===== config.mk =====
export PLATFORM = sky130hd
export DESIGN_NAME = solar_motor_drv_flat
export DESIGN_NICKNAME = d
export VERILOG_FILES = /design/src/rtl/solar_pkg.sv /design/src/rtl/solar_motor_drv_if.sv /design/src/rtl/solar_stepper_axis.sv /design/src/rtl/solar_motor_drv.sv /design/src/flat_wrapper.sv
export SDC_FILE = /design/constraint.sdc
export NUM_CORES = 1
export LEC_CHECK = 0
export CORE_ASPECT_RATIO = 1.25
export CORE_MARGIN = 10
export CORE_UTILIZATION = 35
export CTS_CLUSTER_SIZE = 12
export DETAILED_ROUTE_END_ITERATION = 8
export PLACE_DENSITY = 0.64
export SYNTH_ARGS = -nofsm -noshare
export SYNTH_HDL_FRONTEND = slang
export SYNTH_HIERARCHICAL = 1
export SYNTH_SLANG_ARGS = --single-unit

===== constraint.sdc =====
create_clock -name clk -period 4.05 [get_ports clk]
set_input_delay 1.0125 -clock clk [delete_from_list [all_inputs] [get_ports clk]]
set_output_delay 1.0125 -clock clk [all_outputs]
set_load 0.02 [all_outputs]

===== src/rtl/solar_pkg.sv =====
// Shared types for the solar tracker actuator: FSM states, move-command
// encoding used by the tracker FSM, and the full-step coil phase table.
package solar_pkg;

   typedef enum logic [1:0] {
      IDLE   = 2'd0,
      RUN    = 2'd1,
      SETTLE = 2'd2
   } state_e;

   typedef enum logic [2:0] {
      CMD_NONE = 3'd0,
      CMD_N    = 3'd1,
      CMD_E    = 3'd2,
      CMD_S    = 3'd3,
      CMD_W    = 3'd4
   } cmd_e;

   // PHASE[i] is the coil pattern for phase index i.
   localparam logic [3:0][3:0] PHASE = {4'b1001, 4'b0011, 4'b0110, 4'b1100};

   function automatic cmd_e decode_cmd(input logic mn, input logic me,
                                       input logic ms, input logic mw);
      cmd_e c;
      case ({mn, me, ms, mw})
         4'b1000: c = CMD_N;
         4'b0100: c = CMD_E;
         4'b0010: c = CMD_S;
         4'b0001: c = CMD_W;
         default: c = CMD_NONE;
      endcase
      return c;
   endfunction

   function automatic logic cmd_is_pan(input cmd_e c);
      return (c == CMD_E) || (c == CMD_W);
   endfunction

   function automatic logic cmd_is_pos(input cmd_e c);
      return (c == CMD_N) || (c == CMD_E);
   endfunction

endpackage


===== src/rtl/solar_motor_drv_if.sv =====
// Command/status bundle between the tracker FSM (master) and the
// stepper driver (slave).
interface solar_motor_drv_if #(
   parameter int POS_W = 12
);
   logic             en;
   logic             mn;
   logic             me;
   logic             ms;
   logic             mw;
   logic [3:0]       tilt_ph;
   logic [3:0]       pan_ph;
   logic [POS_W-1:0] tilt_pos;
   logic [POS_W-1:0] pan_pos;
   logic             busy;
   logic             at_limit;
   logic             fault;

   modport master (
      output en, mn, me, ms, mw,
      input  tilt_ph, pan_ph, tilt_pos, pan_pos, busy, at_limit, fault
   );

   modport slave (
      input  en, mn, me, ms, mw,
      output tilt_ph, pan_ph, tilt_pos, pan_pos, busy, at_limit, fault
   );
endinterface


===== src/rtl/solar_stepper_axis.sv =====
// One stepper axis: phase index and soft-limited position counter.
// With SOLAR_MOTOR_DRV_HOLD_EN, idle_ph holds the last pattern once the axis has stepped.
module solar_stepper_axis
   import solar_pkg::*;
#(
   parameter int POS_W   = 12,
   parameter int POS_MAX = 4095,
   parameter int HOME    = 2048
) (
   input  logic             clk,
   input  logic             rst_n,
   input  logic             step,
   input  logic             dir,
   output logic [3:0]       ph,
   output logic [3:0]       idle_ph,
   output logic [POS_W-1:0] pos,
   output logic             blocked
);

   logic [1:0]       idx_reg, idx_next;
   logic [POS_W-1:0] pos_reg, pos_next;
   logic             step_ok;

   always_comb begin
      blocked  = dir ? (pos_reg == POS_W'(POS_MAX)) : (pos_reg == '0);
      step_ok  = step && !blocked;
      idx_next = idx_reg;
      pos_next = pos_reg;
      if (step_ok) begin
         idx_next = dir ? idx_reg + 2'd1 : idx_reg - 2'd1;
         pos_next = dir ? pos_reg + POS_W'(1) : pos_reg - POS_W'(1);
      end
   end

   always_ff @(posedge clk or negedge rst_n) begin
      if (!rst_n) begin
         idx_reg <= 2'd0;
         pos_reg <= POS_W'(HOME);
      end else begin
         idx_reg <= idx_next;
         pos_reg <= pos_next;
      end
   end

   // ph is the pattern that will be current after this edge, so the
   // top can register it in step with the position update.
   assign ph  = PHASE[idx_next];
   assign pos = pos_reg;

`ifdef SOLAR_MOTOR_DRV_HOLD_EN
   logic moved_reg;

   always_ff @(posedge clk or negedge rst_n) begin
      if (!rst_n)
         moved_reg <= 1'b0;
      else if (step_ok)
         moved_reg <= 1'b1;
   end

   assign idle_ph = (moved_reg || step_ok) ? ph : 4'b0000;
`else
   assign idle_ph = 4'b0000;
`endif

endmodule


===== src/rtl/solar_motor_drv.sv =====
// Stepper driver for the tilt (N/S) and pan (E/W) axes: IDLE/RUN/SETTLE
// sequencing, prescaled stepping and sticky fault. Option: SOLAR_MOTOR_DRV_HOLD_EN.
module solar_motor_drv
   import solar_pkg::*;
#(
   parameter int STEP_DIV   = 1000,
   parameter int SETTLE_CYC = 50000,
   parameter int DIV_W      = 20,
   parameter int POS_W      = 12,
   parameter int POS_MAX    = 4095,
   parameter int HOME       = 2048
) (
   input  logic             clk,
   input  logic             rst_n,
   solar_motor_drv_if.slave bus
);

   state_e           state_reg, state_next;
   cmd_e             cur_cmd_reg, cur_cmd_next;
   cmd_e             cmd_in;
   logic [DIV_W-1:0] div_cnt_reg, div_cnt_next;
   logic             cmd_valid, multi_cmd, step_tick, settle_done;
   logic             tilt_step, pan_step, step_dir;
   logic [3:0]       tilt_ph_nx, pan_ph_nx, tilt_idle_ph, pan_idle_ph;
   logic             tilt_blocked, pan_blocked;
   logic [3:0]       tilt_ph_reg, pan_ph_reg, tilt_ph_d, pan_ph_d;
   logic             busy_reg, at_limit_reg, fault_reg, at_limit_d;

   assign cmd_in      = decode_cmd(bus.mn, bus.me, bus.ms, bus.mw);
   assign multi_cmd   = ($countones({bus.mn, bus.me, bus.ms, bus.mw}) > 1);
   assign cmd_valid   = bus.en && (cmd_in != CMD_NONE);
   assign step_tick   = (div_cnt_reg == DIV_W'(STEP_DIV - 1));
   assign settle_done = (div_cnt_reg == DIV_W'(SETTLE_CYC - 1));
   assign step_dir    = cmd_is_pos(cur_cmd_reg);

   always_comb begin
      state_next   = state_reg;
      cur_cmd_next = cur_cmd_reg;
      div_cnt_next = div_cnt_reg;
      tilt_step    = 1'b0;
      pan_step     = 1'b0;
      case (state_reg)
         IDLE: begin
            if (cmd_valid) begin
               state_next   = RUN;
               cur_cmd_next = cmd_in;
               div_cnt_next = '0;
            end
         end
         RUN: begin
            // Any change of command ends the move; a coinciding tick is dropped.
            if (!cmd_valid || (cmd_in != cur_cmd_reg)) begin
               state_next   = SETTLE;
               div_cnt_next = '0;
            end else if (step_tick) begin
               div_cnt_next = '0;
               tilt_step    = !cmd_is_pan(cur_cmd_reg);
               pan_step     = cmd_is_pan(cur_cmd_reg);
            end else begin
               div_cnt_next = div_cnt_reg + DIV_W'(1);
            end
         end
         SETTLE: begin
            if (settle_done) begin
               state_next   = IDLE;
               div_cnt_next = '0;
            end else begin
               div_cnt_next = div_cnt_reg + DIV_W'(1);
            end
         end
         default: begin
            state_next   = IDLE;
            div_cnt_next = '0;
         end
      endcase
   end

   always_comb begin
      tilt_ph_d  = tilt_idle_ph;
      pan_ph_d   = pan_idle_ph;
      if (state_next != IDLE) begin
         if (cmd_is_pan(cur_cmd_next))
            pan_ph_d = pan_ph_nx;
         else
            tilt_ph_d = tilt_ph_nx;
      end
      at_limit_d = (state_reg == RUN) && (state_next == RUN) &&
                   (cmd_is_pan(cur_cmd_reg) ? pan_blocked : tilt_blocked);
   end

   always_ff @(posedge clk or negedge rst_n) begin
      if (!rst_n) begin
         state_reg    <= IDLE;
         cur_cmd_reg  <= CMD_NONE;
         div_cnt_reg  <= '0;
         tilt_ph_reg  <= 4'b0000;
         pan_ph_reg   <= 4'b0000;
         busy_reg     <= 1'b0;
         at_limit_reg <= 1'b0;
         fault_reg    <= 1'b0;
      end else begin
         state_reg    <= state_next;
         cur_cmd_reg  <= cur_cmd_next;
         div_cnt_reg  <= div_cnt_next;
         tilt_ph_reg  <= tilt_ph_d;
         pan_ph_reg   <= pan_ph_d;
         busy_reg     <= (state_next != IDLE);
         at_limit_reg <= at_limit_d;
         fault_reg    <= fault_reg | multi_cmd;
      end
   end

   solar_stepper_axis #(.POS_W(POS_W), .POS_MAX(POS_MAX), .HOME(HOME)) u_tilt (
      .clk     (clk),
      .rst_n   (rst_n),
      .step    (tilt_step),
      .dir     (step_dir),
      .ph      (tilt_ph_nx),
      .idle_ph (tilt_idle_ph),
      .pos     (bus.tilt_pos),
      .blocked (tilt_blocked)
   );

   solar_stepper_axis #(.POS_W(POS_W), .POS_MAX(POS_MAX), .HOME(HOME)) u_pan (
      .clk     (clk),
      .rst_n   (rst_n),
      .step    (pan_step),
      .dir     (step_dir),
      .ph      (pan_ph_nx),
      .idle_ph (pan_idle_ph),
      .pos     (bus.pan_pos),
      .blocked (pan_blocked)
   );

   assign bus.tilt_ph  = tilt_ph_reg;
   assign bus.pan_ph   = pan_ph_reg;
   assign bus.busy     = busy_reg;
   assign bus.at_limit = at_limit_reg;
   assign bus.fault    = fault_reg;

endmodule

===== src/flat_wrapper.sv =====
// flat-port wrapper written by rule: the top's interface ports become plain ports
module solar_motor_drv_flat import solar_pkg::*;
#(
   parameter int STEP_DIV   = 1000,
   parameter int SETTLE_CYC = 50000,
   parameter int DIV_W      = 20,
   parameter int POS_W      = 12,
   parameter int POS_MAX    = 4095,
   parameter int HOME       = 2048
)
  (clk, rst_n, bus_en, bus_mn, bus_me, bus_ms, bus_mw, bus_tilt_ph, bus_pan_ph, bus_tilt_pos, bus_pan_pos, bus_busy, bus_at_limit, bus_fault);
  solar_motor_drv_if #(.POS_W(POS_W)) bus_i ();
  input  logic clk;
  input  logic rst_n;
  input wire logic [$bits(bus_i.en)-1:0] bus_en;
  input wire logic [$bits(bus_i.mn)-1:0] bus_mn;
  input wire logic [$bits(bus_i.me)-1:0] bus_me;
  input wire logic [$bits(bus_i.ms)-1:0] bus_ms;
  input wire logic [$bits(bus_i.mw)-1:0] bus_mw;
  output wire logic [$bits(bus_i.tilt_ph)-1:0] bus_tilt_ph;
  output wire logic [$bits(bus_i.pan_ph)-1:0] bus_pan_ph;
  output wire logic [$bits(bus_i.tilt_pos)-1:0] bus_tilt_pos;
  output wire logic [$bits(bus_i.pan_pos)-1:0] bus_pan_pos;
  output wire logic [$bits(bus_i.busy)-1:0] bus_busy;
  output wire logic [$bits(bus_i.at_limit)-1:0] bus_at_limit;
  output wire logic [$bits(bus_i.fault)-1:0] bus_fault;
  assign bus_i.en = bus_en;
  assign bus_i.mn = bus_mn;
  assign bus_i.me = bus_me;
  assign bus_i.ms = bus_ms;
  assign bus_i.mw = bus_mw;
  assign bus_tilt_ph = bus_i.tilt_ph;
  assign bus_pan_ph = bus_i.pan_ph;
  assign bus_tilt_pos = bus_i.tilt_pos;
  assign bus_pan_pos = bus_i.pan_pos;
  assign bus_busy = bus_i.busy;
  assign bus_at_limit = bus_i.at_limit;
  assign bus_fault = bus_i.fault;
  solar_motor_drv #(.STEP_DIV(STEP_DIV), .SETTLE_CYC(SETTLE_CYC), .DIV_W(DIV_W), .POS_W(POS_W), .POS_MAX(POS_MAX), .HOME(HOME)) u_core (.clk(clk), .rst_n(rst_n), .bus(bus_i));
endmodule

==> impl_results.md <==
- Fill cells: 1,294
- Status: complete, no violations
- Hold Crit Depth: 1
- Final Hold Vio Count: 0
- Final Max Slew Viols: 0
- DRC: 0
- DRT antenna net count: 0
- Die H: ~150 um
- Largest net degree at the start of global routing: between 60 and 70
- Met2 Use GR: a little over a fifth
- Register bit total from synthesis: 64
- Root buf cell: clkbuf_16
- Async set-or-reset flop fraction in the synthesized netlist: 100%
- Mapped Area: 4700 um^2
- Worst relative slew slack: about 45%
- Global-route wire length before repair: between 15,000 and 20,000 um
- Overall power: between 2 and 3 mW
- Gpl congestion: between 0.8 and 0.9
- Clk buf depth: 2
- Die area: roughly 19,000 um^2
- Worst Reg-to-Reg Cells: 10
- P&R area growth vs syn: 19.2%
- CP Depth: 15
- I/O Buffers: between 40 and 50
- Final instance area: ~5600 um^2
- Hold_buf cts: 0
- WL/cell: 15.7 um
- Sink Count: 64
- Gate Count Post-Synth: a little over 500
- Global route overflow: 0
- Critical Path RT: around 4.3 ns
- Critical path data arrival time: approximately 4.0 ns
- Power Density: ~510 nW/um^2
- Least-Margin Pin Slew: between 0.8 and 0.9 ns
- Post-synth EDFFs: 0
- Global-route track usage on met3: around 3.3%
- Worst Path Buf+Inv: 2
- I/O pin count: 42
- Layout cells sized above 1: 11.8%
- Crit Path Class: in2reg
- Met1 usage: between 10% and 20%
- Worst Skew: 0.00328 ns
- FF+latch area: ~1600 um^2
- Crit path max fanout: 3
- TritonCTS clock tree: done
- Main synth FF type: dfrtp_1
- Setup Total Neg Slack: 0 ns
- Peak supply drop: about 210 uV
- Register area share after synthesis: between 30% and 40%
- Post-synth cell types: 60
- FP Rows: 47
- Max stage delay on crit path: ~0.50 ns
- Area occupied by multi-input gates: approximately 2900 um^2
- Min Clock Period, post-route: 3.75 ns
- Final Core Density: ~42%
- Fmax: about 0.27 GHz
- Pre-Repair DR Iteration Count: 4
- Initial antenna violation count: 0
- Synth Warn #: 6
- CORE AREA: roughly 13,000 um^2
- Crit path launch type: input port
- Initial Utilization: a little over a third
- CP max-delay cell: clkdlybuf4s50_1
- Syn Area/Cell: roughly 9.4 um^2
- HP Class: reg2reg
- Busiest layer in global routing: met2
- Cell Area, Placed: approximately 5300 um^2
- Final setup vio count: 0
- Post-CTS Setup Repair Bufs: 0
- Clk slew on worst S/H paths: 0.05 ns
- Routed WL: ~12,000 um
- Skew-Pair Late Insertion Delay: ~0.33 ns
- Leak: around 2.5 nW
- Tcrit/Tclk final: approximately 93%
- Vias in the first global route: 4,054
- Via density: ~5.6
- Max reg flops: 20
- DIE WIDTH: around 120 um
- Total CTS buffers: 9
- Antenna diodes: 0
- Starting DRT DRC Count: 200
- CP delay by family, top: simple AND/OR/NAND/NOR gates
- Max_cap viols: 0
- Crit. End Element: flop
- CP cell instances: clkdlybuf4s50_1, inv_1, ha_1, or3_1, o211a_1, o31a_1, nor2_1, and3_1, nand2_4, mux2i_1, xor2_1, nand2b_1, a21oi_1, a221oi_1, nand3_1
- HPWL after DPL: between 8000 and 9000 um
- Via Count: 4,062
- RSZ-0062 raised after global routing: no
- H-tree depth: 3
- Final nets: 594
- Total Routing Usage GR: about an eighth
[through the flow]
step	instances	hold WS, ns	worst slack [ns]
final	731	0.470	0.296
after global routing	731	0.494	0.00382
after CTS	731	0.473	0.227
after detailed placement	716	0.456	-0.111
after global placement	716	0.459	0.0240
after floorplan	509	0.468	0.575
[synth_stat cells (12+ instances only)]
cell type	count	area, um^2
nand3_1	19	95.1
ha_1	28	350
nand4_1	14	87.6
buf_4	12	90.1
and3_1	17	106
xor2_1	14	123
xnor2_1	24	210
inv_1	14	52.6
nand2_1	36	135
dfrtp_1	62	1550
a21oi_1	26	130
o21ai_0	34	170
nor2_1	23	86.3
[worst register-to-register path: stages (launching register included)]
cell and delay, ns:
dfrtp_1 0.44, xnor2_1 0.15, nor2_1 0.44, inv_1 0.39
ha_1 0.46, a21o_1 0.21, a21oi_1 0.18, a21oi_1 0.10
or4_1 0.47, a21oi_1 0.19, xor2_1 0.17
[metal layers]
metal	wire, um	part of all wire [%]
met1	5040	44
met3	523	4.5
met4	221	1.9
met5	0	0
met2	5730	50
[cells in the final DEF, fill, tap and decap left out, types with 14 or more instances in the layout]
cell type        count
buf_4               17
xor2_1              14
clkdlybuf4s50_1     40
a21oi_1             26
o21ai_0             34
and3_1              17
dfrtp_1             62
nand3_1             19
nand4_1             14
xnor2_1             23
nand2_1             36
inv_1               14
ha_1                28
nor2_1              23
[report_power, final]
part / internal [mW] / switching [mW]
Sequential: 0.708 / 0.0354
Combinational: 0.536 / 0.859
Clock: 0.445 / 0.271
Total: 1.69 / 1.16
[area by class of cell]
class | count | share of cell area [%]
sequential | 64 | 28.6
multi-input combinational | 409 | 52.4
tap | 171 | 3.82
clock buffer | 15 | 4.78
timing repair buffer | 58 | 9.51
inverter | 14 | 0.937
[logic make-up after synthesis]
family / count (synthesis) / share of synthesized area, %
simple gates: 177 / 21.6
compound gates: 142 / 21.1
flops: 64 / 34.1
xor+xnor: 38 / 7.07
buf+inv: 36 / 4.15
fa+ha+maj: 31 / 8.72
mux: 13 / 3.03
other cells: 2 / 0.160
[final timing paths]
kind | from | endpoint | slack, ns
setup / recovery | bus_mn | u_core/bus.pan_ph[3]$_DFF_PN0_ | 0.30
hold / removal | u_core/bus.fault$_DFF_PN0_ | u_core/bus.fault$_DFF_PN0_ | 0.47
setup reg to reg | u_core/cur_cmd_reg[1]$_DFF_PN0_ | u_core/u_tilt/pos[11]$_DFFE_PN1P_ | 0.78
hold reg to reg | u_core/bus.fault$_DFF_PN0_ | u_core/bus.fault$_DFF_PN0_ | 0.47
max in group asynchronous | rst_n | u_core/bus.pan_ph[2]$_DFF_PN0_ | 2.65
min in group asynchronous | rst_n | u_core/u_pan/pos[0]$_DFFE_PN0P_ | 0.87
[what timing repair did]
item | 4_1_cts | 5_1_grt
resized for setup | 0 | 1
hold endpoints to repair | 0 | 0
endpoints found under the setup margin | 0 | 1
(Power assumes the default switching activity.)
